--- src/rtl/rand_arbiter.sv ---
// rand_arbiter: round-robin arbiter that hands out one random byte per grant.
// Each grant walks IDLE -> STEP -> LOAD -> DELIVER. STEP advances an external
// LFSR for one cycle. LOAD captures the LFSR byte. DELIVER presents it with
// rand_valid.
// Reseed requests are remembered until the next IDLE and always win over
// pending grants there.
// Optional build macro: SEED_ZERO_GUARD_EN. When it is defined, a zero
// seed_in is replaced by DEFAULT_SEED at the moment it is latched.
module rand_arbiter #(
    parameter logic [14:0] DEFAULT_SEED = 15'h4A5D
) (
    input  logic        clk,
    input  logic        rst,
    input  logic [3:0]  req,
    output logic [3:0]  gnt,
    output logic        rand_valid,
    output logic [7:0]  rand_data,
    input  logic        reseed_req,
    input  logic [14:0] seed_in,
    output logic        lfsr_rst,
    output logic [14:0] lfsr_seed,
    output logic        lfsr_enable,
    input  logic [7:0]  lfsr_rand
);

    typedef enum logic [2:0] {
        IDLE    = 3'd0,
        SEED    = 3'd1,
        STEP    = 3'd2,
        LOAD    = 3'd3,
        DELIVER = 3'd4
    } state_t;

    state_t      state_r;
    state_t      state_next_s;
    logic [1:0]  last_grant_r;
    logic [1:0]  win_idx_s;
    logic [14:0] seed_hold_r;
    logic        reseed_pend_r;
    logic [14:0] load_seed_s;
    logic [3:0]  gnt_r;
    logic        rand_valid_r;
    logic [7:0]  rand_data_r;
    logic        lfsr_rst_r;
    logic [14:0] lfsr_seed_r;
    logic        lfsr_enable_r;

    // Optional zero-seed substitution applied when a seed is latched.
    function automatic logic [14:0] guard_seed(input logic [14:0] seed);
`ifdef SEED_ZERO_GUARD_EN
        guard_seed = (seed == 15'h0000) ? DEFAULT_SEED : seed;
`else
        guard_seed = seed;
`endif
    endfunction

    // Round-robin winner: first requester found scanning upward from last_grant+1.
    always_comb begin : rr_pick
        logic [1:0] cand_v;
        logic       found_v;
        win_idx_s = last_grant_r;
        cand_v    = 2'd0;
        found_v   = 1'b0;
        for (int k = 1; k <= 4; k++) begin
            cand_v = last_grant_r + k[1:0];
            if (!found_v && req[cand_v]) begin
                win_idx_s = cand_v;
                found_v   = 1'b1;
            end else begin
                found_v   = found_v;
            end
        end
    end

    // Seed used on entry to SEED from IDLE: a same-cycle pulse bypasses the hold register.
    always_comb begin
        load_seed_s = seed_hold_r;
        if (reseed_req) begin
            load_seed_s = guard_seed(seed_in);
        end else begin
            load_seed_s = seed_hold_r;
        end
    end

    // Next-state logic. The post-reset SEED visit spends one cycle before the load pulse.
    always_comb begin
        state_next_s = state_r;
        case (state_r)
            IDLE: begin
                if (reseed_req || reseed_pend_r) begin
                    state_next_s = SEED;
                end else if (req != 4'b0000) begin
                    state_next_s = STEP;
                end else begin
                    state_next_s = IDLE;
                end
            end
            SEED: begin
                if (lfsr_rst_r) begin
                    state_next_s = IDLE;
                end else begin
                    state_next_s = SEED;
                end
            end
            STEP:    state_next_s = LOAD;
            LOAD:    state_next_s = DELIVER;
            DELIVER: state_next_s = IDLE;
            default: state_next_s = SEED;
        endcase
    end

    // State register.
    always_ff @(posedge clk) begin
        if (rst) begin
            state_r <= SEED;
        end else begin
            state_r <= state_next_s;
        end
    end

    // Reseed capture: newest seed always held; a request outside IDLE waits as pending.
    always_ff @(posedge clk) begin
        if (rst) begin
            seed_hold_r   <= DEFAULT_SEED;
            reseed_pend_r <= 1'b0;
        end else begin
            if (reseed_req) begin
                seed_hold_r <= guard_seed(seed_in);
            end else begin
                seed_hold_r <= seed_hold_r;
            end
            if (state_r == IDLE) begin
                reseed_pend_r <= 1'b0;
            end else begin
                reseed_pend_r <= reseed_pend_r | reseed_req;
            end
        end
    end

    // LFSR control: reset/load pulse while in SEED, enable pulse while in STEP.
    always_ff @(posedge clk) begin
        if (rst) begin
            lfsr_rst_r    <= 1'b0;
            lfsr_seed_r   <= DEFAULT_SEED;
            lfsr_enable_r <= 1'b0;
        end else begin
            lfsr_rst_r    <= (state_next_s == SEED);
            lfsr_enable_r <= (state_next_s == STEP);
            if (state_r == IDLE && state_next_s == SEED) begin
                lfsr_seed_r <= load_seed_s;
            end else begin
                lfsr_seed_r <= lfsr_seed_r;
            end
        end
    end

    // Grant: set on IDLE->STEP, held through DELIVER, cleared on leaving DELIVER.
    always_ff @(posedge clk) begin
        if (rst) begin
            gnt_r        <= 4'b0000;
            last_grant_r <= 2'd3;
        end else begin
            if (state_r == IDLE && state_next_s == STEP) begin
                gnt_r        <= 4'b0001 << win_idx_s;
                last_grant_r <= win_idx_s;
            end else if (state_r == DELIVER) begin
                gnt_r        <= 4'b0000;
                last_grant_r <= last_grant_r;
            end else begin
                gnt_r        <= gnt_r;
                last_grant_r <= last_grant_r;
            end
        end
    end

    // Random byte: captured at the end of LOAD and held; valid pulses during DELIVER.
    always_ff @(posedge clk) begin
        if (rst) begin
            rand_data_r  <= 8'h00;
            rand_valid_r <= 1'b0;
        end else begin
            rand_valid_r <= (state_r == LOAD);
            if (state_r == LOAD) begin
                rand_data_r <= lfsr_rand;
            end else begin
                rand_data_r <= rand_data_r;
            end
        end
    end

    assign gnt         = gnt_r;
    assign rand_valid  = rand_valid_r;
    assign rand_data   = rand_data_r;
    assign lfsr_rst    = lfsr_rst_r;
    assign lfsr_seed   = lfsr_seed_r;
    assign lfsr_enable = lfsr_enable_r;

endmodule

--- config.mk ---
export PLATFORM = sky130hd
export DESIGN_NAME = rand_arbiter
export DESIGN_NICKNAME = d
export VERILOG_FILES = /design/src/rtl/rand_arbiter.sv
export SDC_FILE = /design/constraint.sdc
export NUM_CORES = 1
export LEC_CHECK = 0
export ABC_AREA = 1
export CORE_MARGIN = 8
export CORE_UTILIZATION = 42
export CTS_BUF_LIST = sky130_fd_sc_hd__clkbuf_8 sky130_fd_sc_hd__clkbuf_16
export DETAILED_ROUTE_END_ITERATION = 8
export PLACE_DENSITY = 0.75
export SYNTH_ARGS = -nofsm -noshare
export SYNTH_HDL_FRONTEND = slang
export SYNTH_SLANG_ARGS = --single-unit
--- constraint.sdc ---
create_clock -name clk -period 1.4 [get_ports clk]
set_clock_uncertainty 0.1 [all_clocks]
set_input_delay 0.42 -clock clk [delete_from_list [all_inputs] [get_ports clk]]
set_output_delay 0.42 -clock clk [all_outputs]
set_load 0.05 [all_outputs]
After elaboration in Yosys (flattened, before gate mapping)
Index checks and enable logic that the tools add are counted.
{"block": "classes", "muxes": 22, "n_eq_ne": 6, "n_lt_le_gt_ge": 4, "reduce_logical": 13, "n_bitwise": 1, "add_sub_neg": 3, "shifts": 1}
{"op": "$mux 15", "count": 1}
{"op": "$pmux 3 s5", "count": 1}
{"op": "$lt 2x3->1 const B", "count": 4}
{"op": "$mux 2", "count": 6}
{"op": "$eq 3x2->1 const B", "count": 3}
{"op": "$bmux 1 s2", "count": 4}
{"op": "$mux 1", "count": 8}
{"op": "$mux 4", "count": 2}
{"op": "$eq 3x1->1 const B", "count": 2}
{"op": "$logic_and 1x1->1", "count": 5}
{"op": "$add 2x2->2 const B", "count": 2}
{"op": "$reduce_bool 4->1", "count": 1}
{"op": "$shl 1x2->4 const A", "count": 1}
{"op": "$eq 3x3->1 const B", "count": 1}
{"op": "$logic_not 1->1", "count": 3}
{"op": "$logic_not 3->1", "count": 1}
{"op": "$add 2x1->2 const B", "count": 1}
{"op": "$reduce_bool 2->1", "count": 1}
{"op": "$reduce_or 2->1", "count": 1}
{"op": "$logic_or 1x1->1", "count": 1}
{"op": "$or 1x1->1", "count": 1}
{"block": "word_totals", "inputBits": 30, "out_inout_bits": 30, "register_bits": 51, "wordCells": 60}

Depth between registers and ports, before layout
{"block": "depth", "word_depth": 15, "mapped_depth": 14, "mapped_depth_nobuf": 13}

Worst setup path before layout
OpenSTA, ideal clock, no wires.
{"block": "synth_timing", "path_kind": "input port to flip-flop", "from": "input port reseed_req", "to": "register gnt_r[2], in the netlist gnt[2]", "setup_slack_ns": -0.144, "cell_stages": 7, "required_time_ns": 1.168, "setup_ns": 0.132, "t_arrival_ns": 1.312, "n_path_buf": 1, "path_cell_list": "buf_2 > nor2_2 > nand3_1 > a21oi_1 > inv_1 > nand2_1 > a21oi_1"}
{"block": "synth_via", "elab_chain_len": 6, "word_cells_on_any_way": 7, "classes_between": "1 x eq/ne; 3 x mux; 3 x reduce/logical"}
{"element": "start: declaration", "line": "18", "source": "input logic reseed_req,"}
{"element": "$logic_or 1x1->1 *", "line": "90", "source": "if (reseed_req || reseed_pend_r) begin"}
{"element": "$mux 2 *", "line": "90"}
{"element": "$pmux 3 s5 *", "line": "88", "source": "case (state_r)"}
{"element": "$eq 3x2->1 *", "line": "163", "source": "if (state_r == IDLE && state_next_s == STEP) begin"}
{"element": "$logic_and 1x1->1 *", "line": "163"}
{"element": "$mux 4 / $reduce_bool 2->1 (equally long branches)"}
{"element": "end signal: assignment", "line": "164", "source": "gnt_r <= 4'b0001 << win_idx_s;"}
{"element": "end signal: assignment", "line": "170", "source": "gnt_r <= gnt_r;"}
{"element": "end: declaration", "line": "41", "source": "logic [3:0] gnt_r;"}
Mark *: on every way between the ends. The rest lies on a longest branch, timed or not.
A chain may end at the register's enable or synchronous reset.

Worst setup path in the final report
{"block": "layout_timing", "from": "register last_grant_r[1]", "to": "register gnt_r[0], in the netlist gnt[0]"}
{"block": "layout_via", "elab_chain_len": 15, "word_cells_on_any_way": 26, "classes_between": "3 x add/sub; 1 x shift; 16 x mux; 6 x reduce/logical"}
{"element": "start: declaration", "line": "36", "source": "logic [1:0] last_grant_r;"}
{"element": "start signal: assignment", "line": "165", "source": "last_grant_r <= win_idx_s;"}
{"element": "start signal: assignment", "line": "168", "source": "last_grant_r <= last_grant_r;"}
{"element": "start signal: assignment", "line": "171", "source": "last_grant_r <= last_grant_r;"}
{"element": "$add 2x1->2", "line": "65", "source": "cand_v = last_grant_r + k[1:0];"}
{"element": "$bmux 1 s2", "line": "66", "source": "if (!found_v && req[cand_v]) begin"}
{"element": "$mux 1 (implied by the code)", "line": "66"}
{"element": "$mux 1", "line": "66"}
{"element": "$logic_not 1->1", "line": "66"}
{"element": "$logic_and 1x1->1", "line": "66"}
{"element": "$mux 1", "line": "66"}
{"element": "$logic_not 1->1", "line": "66"}
{"element": "$logic_and 1x1->1", "line": "66"}
{"element": "$mux 1", "line": "66"}
{"element": "$logic_not 1->1", "line": "66"}
{"element": "$logic_and 1x1->1", "line": "66"}
{"element": "$mux 2 *", "line": "66"}
{"element": "$shl 1x2->4 *", "line": "164"}
{"element": "$mux 4 *", "line": "163"}
Mark *: on every way between the ends. The rest lies on a longest branch, timed or not. The select of a mux whose other input is x is not followed.

==> results.py <==
metrics = {
    "detailed_routing": {
        "vias": 2127,
        "ant_nets": 0,
        "drtPass1Iterations": 5,
        "route.detailed.drc": 0,
        "wl_mm": 6.49,
        "drt-wirelength-per-cell_um": 15.0,
        "drt_iter0_drc": 123,
        "vias_per_cell": 4.91,
    },
    "floorplan": {
        "initial_core_util_pct": 44.0,
        "io_pins": 60,
        "core_area_mm2": 0.00479,
        "die_w_um": 86.8,
        "dieArea_mm2": 0.00754,
        "die_h_um": 86.8,
        "fp-row-count": 25,
    },
    "global_route": {
        "grt_pass1_wl_mm": 9.29,
        "antenna_found_initial": 0,
        "grt_max_degree": 19,
        "overflow": 0,
        "grt_util_all_layers_pct": 15.3,
        "grt_pass1_vias": 2097,
    },
    "placed_design": {
        "numPlacedInstances": 408,
        "place_area_mm2": 0.00321,
        "pre_cts_ws_ps": -592,
        "gp_congestion": 0.884,
        "port_buffers": 59,
        "dp_hpwl_mm": 3.90,
    },
    "sta": {
        "finalSetupViolCount": 14,
        "fin_crit_sh_pct": 117,
        "slew_headroom_pct": 83.3,
        "finalHoldViolCount": 0,
        "tns_ps": -1930,
        "min_period_ps": 1630,
        "drv_slew": 0,
        "max_freq_ghz": 0.612,
        "worst_slew_pin_slew_ps": 243,
        "whs_ps": 368,
        "worst_slack_ps": -233,
        "rsz0062_at_grt": "yes",
    },
    "critical_path": {
        "worstPathRequired_ps": 1490,
        "critPathCaptureType": "flop",
        "critPathCapture": "gnt[0]$_SDFFE_PP0P_",
        "cp_max_fo": 6,
        "crit_type": "flop to flop",
        "cp-start-kind": "flop",
        "crit_arrival_ps": 1720,
        "r2r_cells": 11,
        "reg2reg_from": "last_grant_r[1]$_SDFFE_PP1P_",
        "regToRegEndpoint": "gnt[0]$_SDFFE_PP0P_",
        "startpoint": "last_grant_r[1]$_SDFFE_PP1P_",
        "reg2reg_slack_ps": -230,
    },
    "logic_synthesis": {
        "syn-num-nets": 302,
        "yosysWarnings": 0,
        "synthesis.area_mm2": 0.00211,
        "netlist-cell-type-count": 25,
        "syn_area_per_cell_um2": 7.74,
        "ys_seq_elements": 51,
        "syn_inst": 272,
        "seq_area_frac_synth_pct": 48.5,
    },
    "finish": {
        "postLayoutCoreUtil_pct": 78.2,
        "final_nets": 395,
        "stdcell_count": 433,
        "diodes": 0,
        "final_area_mm2": 0.00374,
        "drive_gt1_share_pct": 44.0,
        "area_growth_pct": 77.7,
    },
    "power": {
        "p_leak_nw": 1.65,
        "p_int_mw": 3.62,
        "total_power_mw": 6.17,
        "p_seq_share_pct": 32.4,
        "p_per_area_mw_per_mm2": 1650,
        "clockPowerShare_pct": 14.2,
        "ir_drop_mv": 0.934,
        "p_sw_mw": 2.54,
        "pwr-share-comb_pct": 53.4,
        "swShare_pct": 41.2,
    },
    "clock_network": {
        "cts_made_buffers": 5,
        "cts_tree": "done",
        "clk_pin_slew_ps": 90,
        "cts.htree.levels": 2,
        "root_buffer": "clkbuf_8",
        "clk_latency_ps": 300,
        "clock-sinks": 51,
        "clockBufferDepth": 2,
    },
    "status": {
        "status": "complete, but fails checks",
        "violations": "negative setup slack",
    },
    "run": {
        "maxCapViolCount": 0,
    },
    "worst_hold_path": {
        "hold_path_class": "primary input to flop",
    },
}
## area by class of cell
type,count,area (um2)
inverter,25,116
sequential,51,1050
timing repair buffer,97,1220
fill,309,1040
multi-input combinational,185,1180
clock inverter,2,12.5
tap,67,83.8
clock buffer,6,82.6
## Yosys cell counts, drive strengths merged
cell type | number | area, um2
dfxtp | 51 | 1020
nand4 | 1 | 6.26
nor2 | 43 | 181
inv | 25 | 101
nand3 | 14 | 80.1
nand2 | 70 | 308
a211o | 1 | 8.76
a31oi | 1 | 6.26
o21a | 7 | 52.6
mux2i | 7 | 70.1
buf | 7 | 47.5
o211ai | 1 | 7.51
nor3 | 1 | 5.00
a21oi | 21 | 105
o21ai | 18 | 90.1
clkbuf | 4 | 15.0
## routing by layer
metal	global-route usage, %	part of all wire [%]	vias up
li1	-	-	1052
met1	17.0	40	996
met2	26.1	52	63
met3	4.54	5.4	16
met4	7.20	2.4	0
met5	0	0	-
## what timing repair did
action | in CTS | in global routing
pin swaps | 16 | 25
resized for setup | 36 | 73
endpoints found under the setup margin | 34 | 44
buffers inserted | 5 | 13
hold buffers | 0 | 0
## worst max-delay path: stages (launching register included)
cell	delay, ps
dfxtp_2	410
inv_4	90
nand2_2	80
nand2_4	70
nand2_4	90
nand2_4	80
nor2_4	140
nand3_2	130
nand2_4	140
nor2_1	50
nor2_1	90
nor2_1	50
## cells by family (layout without fill, tap and decap cells)
kind of cell | Yosys count | count (layout) | share of synthesized area [%]
buffers and inverters | 36 | 130 | 7.78
multiplexers | 7 | 7 | 3.33
AO/OA/AOI/OAI | 49 | 49 | 12.8
AND/OR/NAND/NOR | 129 | 129 | 27.6
flip-flops | 51 | 51 | 48.5
## how the worst min path moves through the flow
stage / from / endpoint / slack [ps] / depth (start not counted)
after CTS: seed_hold_r[14]$_SDFF_PP1_ / seed_hold_r[14]$_SDFF_PP1_ / 360 / 2
after detailed placement: seed_hold_r[14]$_SDFF_PP1_ / seed_hold_r[14]$_SDFF_PP1_ / 340 / 2
after floorplan: seed_hold_r[14]$_SDFF_PP1_ / seed_hold_r[14]$_SDFF_PP1_ / 320 / 2
final: rst / seed_hold_r[5]$_SDFF_PP0_ / 370 / 2
after global routing: rst / seed_hold_r[5]$_SDFF_PP0_ / 380 / 2
after global placement: seed_hold_r[14]$_SDFF_PP1_ / seed_hold_r[14]$_SDFF_PP1_ / 340 / 2
## sequential cells by signal, summed over array words and instances, names as in the netlist
| name | cells |
|---|---|
| gnt | 4 |
| state_r | 3 |
| lfsr_seed | 15 |
| last_grant_r | 2 |
| seed_hold_r | 15 |
| rand_data | 8 |
| rand_valid | 1 |
| reseed_pend_r | 1 |
| lfsr_rst | 1 |
| lfsr_enable | 1 |
## cell usage in the layout, fill, tap and decap left out, types with 2 or more instances in the layout
master            n
nand3_1           3
dfxtp_1          33
nand3_4           4
mux2i_1           7
nand2_4          14
dfxtp_2          17
nor2_1           36
o21ai_2           2
buf_4            30
o21ai_1           7
clkdlybuf4s50_1  23
clkbuf_8          6
o21a_1            7
a21oi_1          11
inv_1            18
inv_8             2
nor2_2            2
buf_12           31
dlygate4sd2_1     4
buf_6             6
nand2_1          42
nand3_2           7
a21oi_2          10
nand2_2          14
clkinv_4          2
o21ai_0           8
nor2_4            5
inv_2             4
## power by group through the flow
stage          combinational [mW]  clock, mW  sequential (mW)
6_report                     3.29      0.875             2.00
5_1_grt                      3.48      0.959             2.03
4_1_cts                      2.80      0.888             1.94
3_5_place_dp                 2.60          0             1.96
3_3_place_gp                 2.54          0             1.95
2_1_floorplan               0.905          0             2.47
Note: power is estimated with default switching activity, not from simulation.
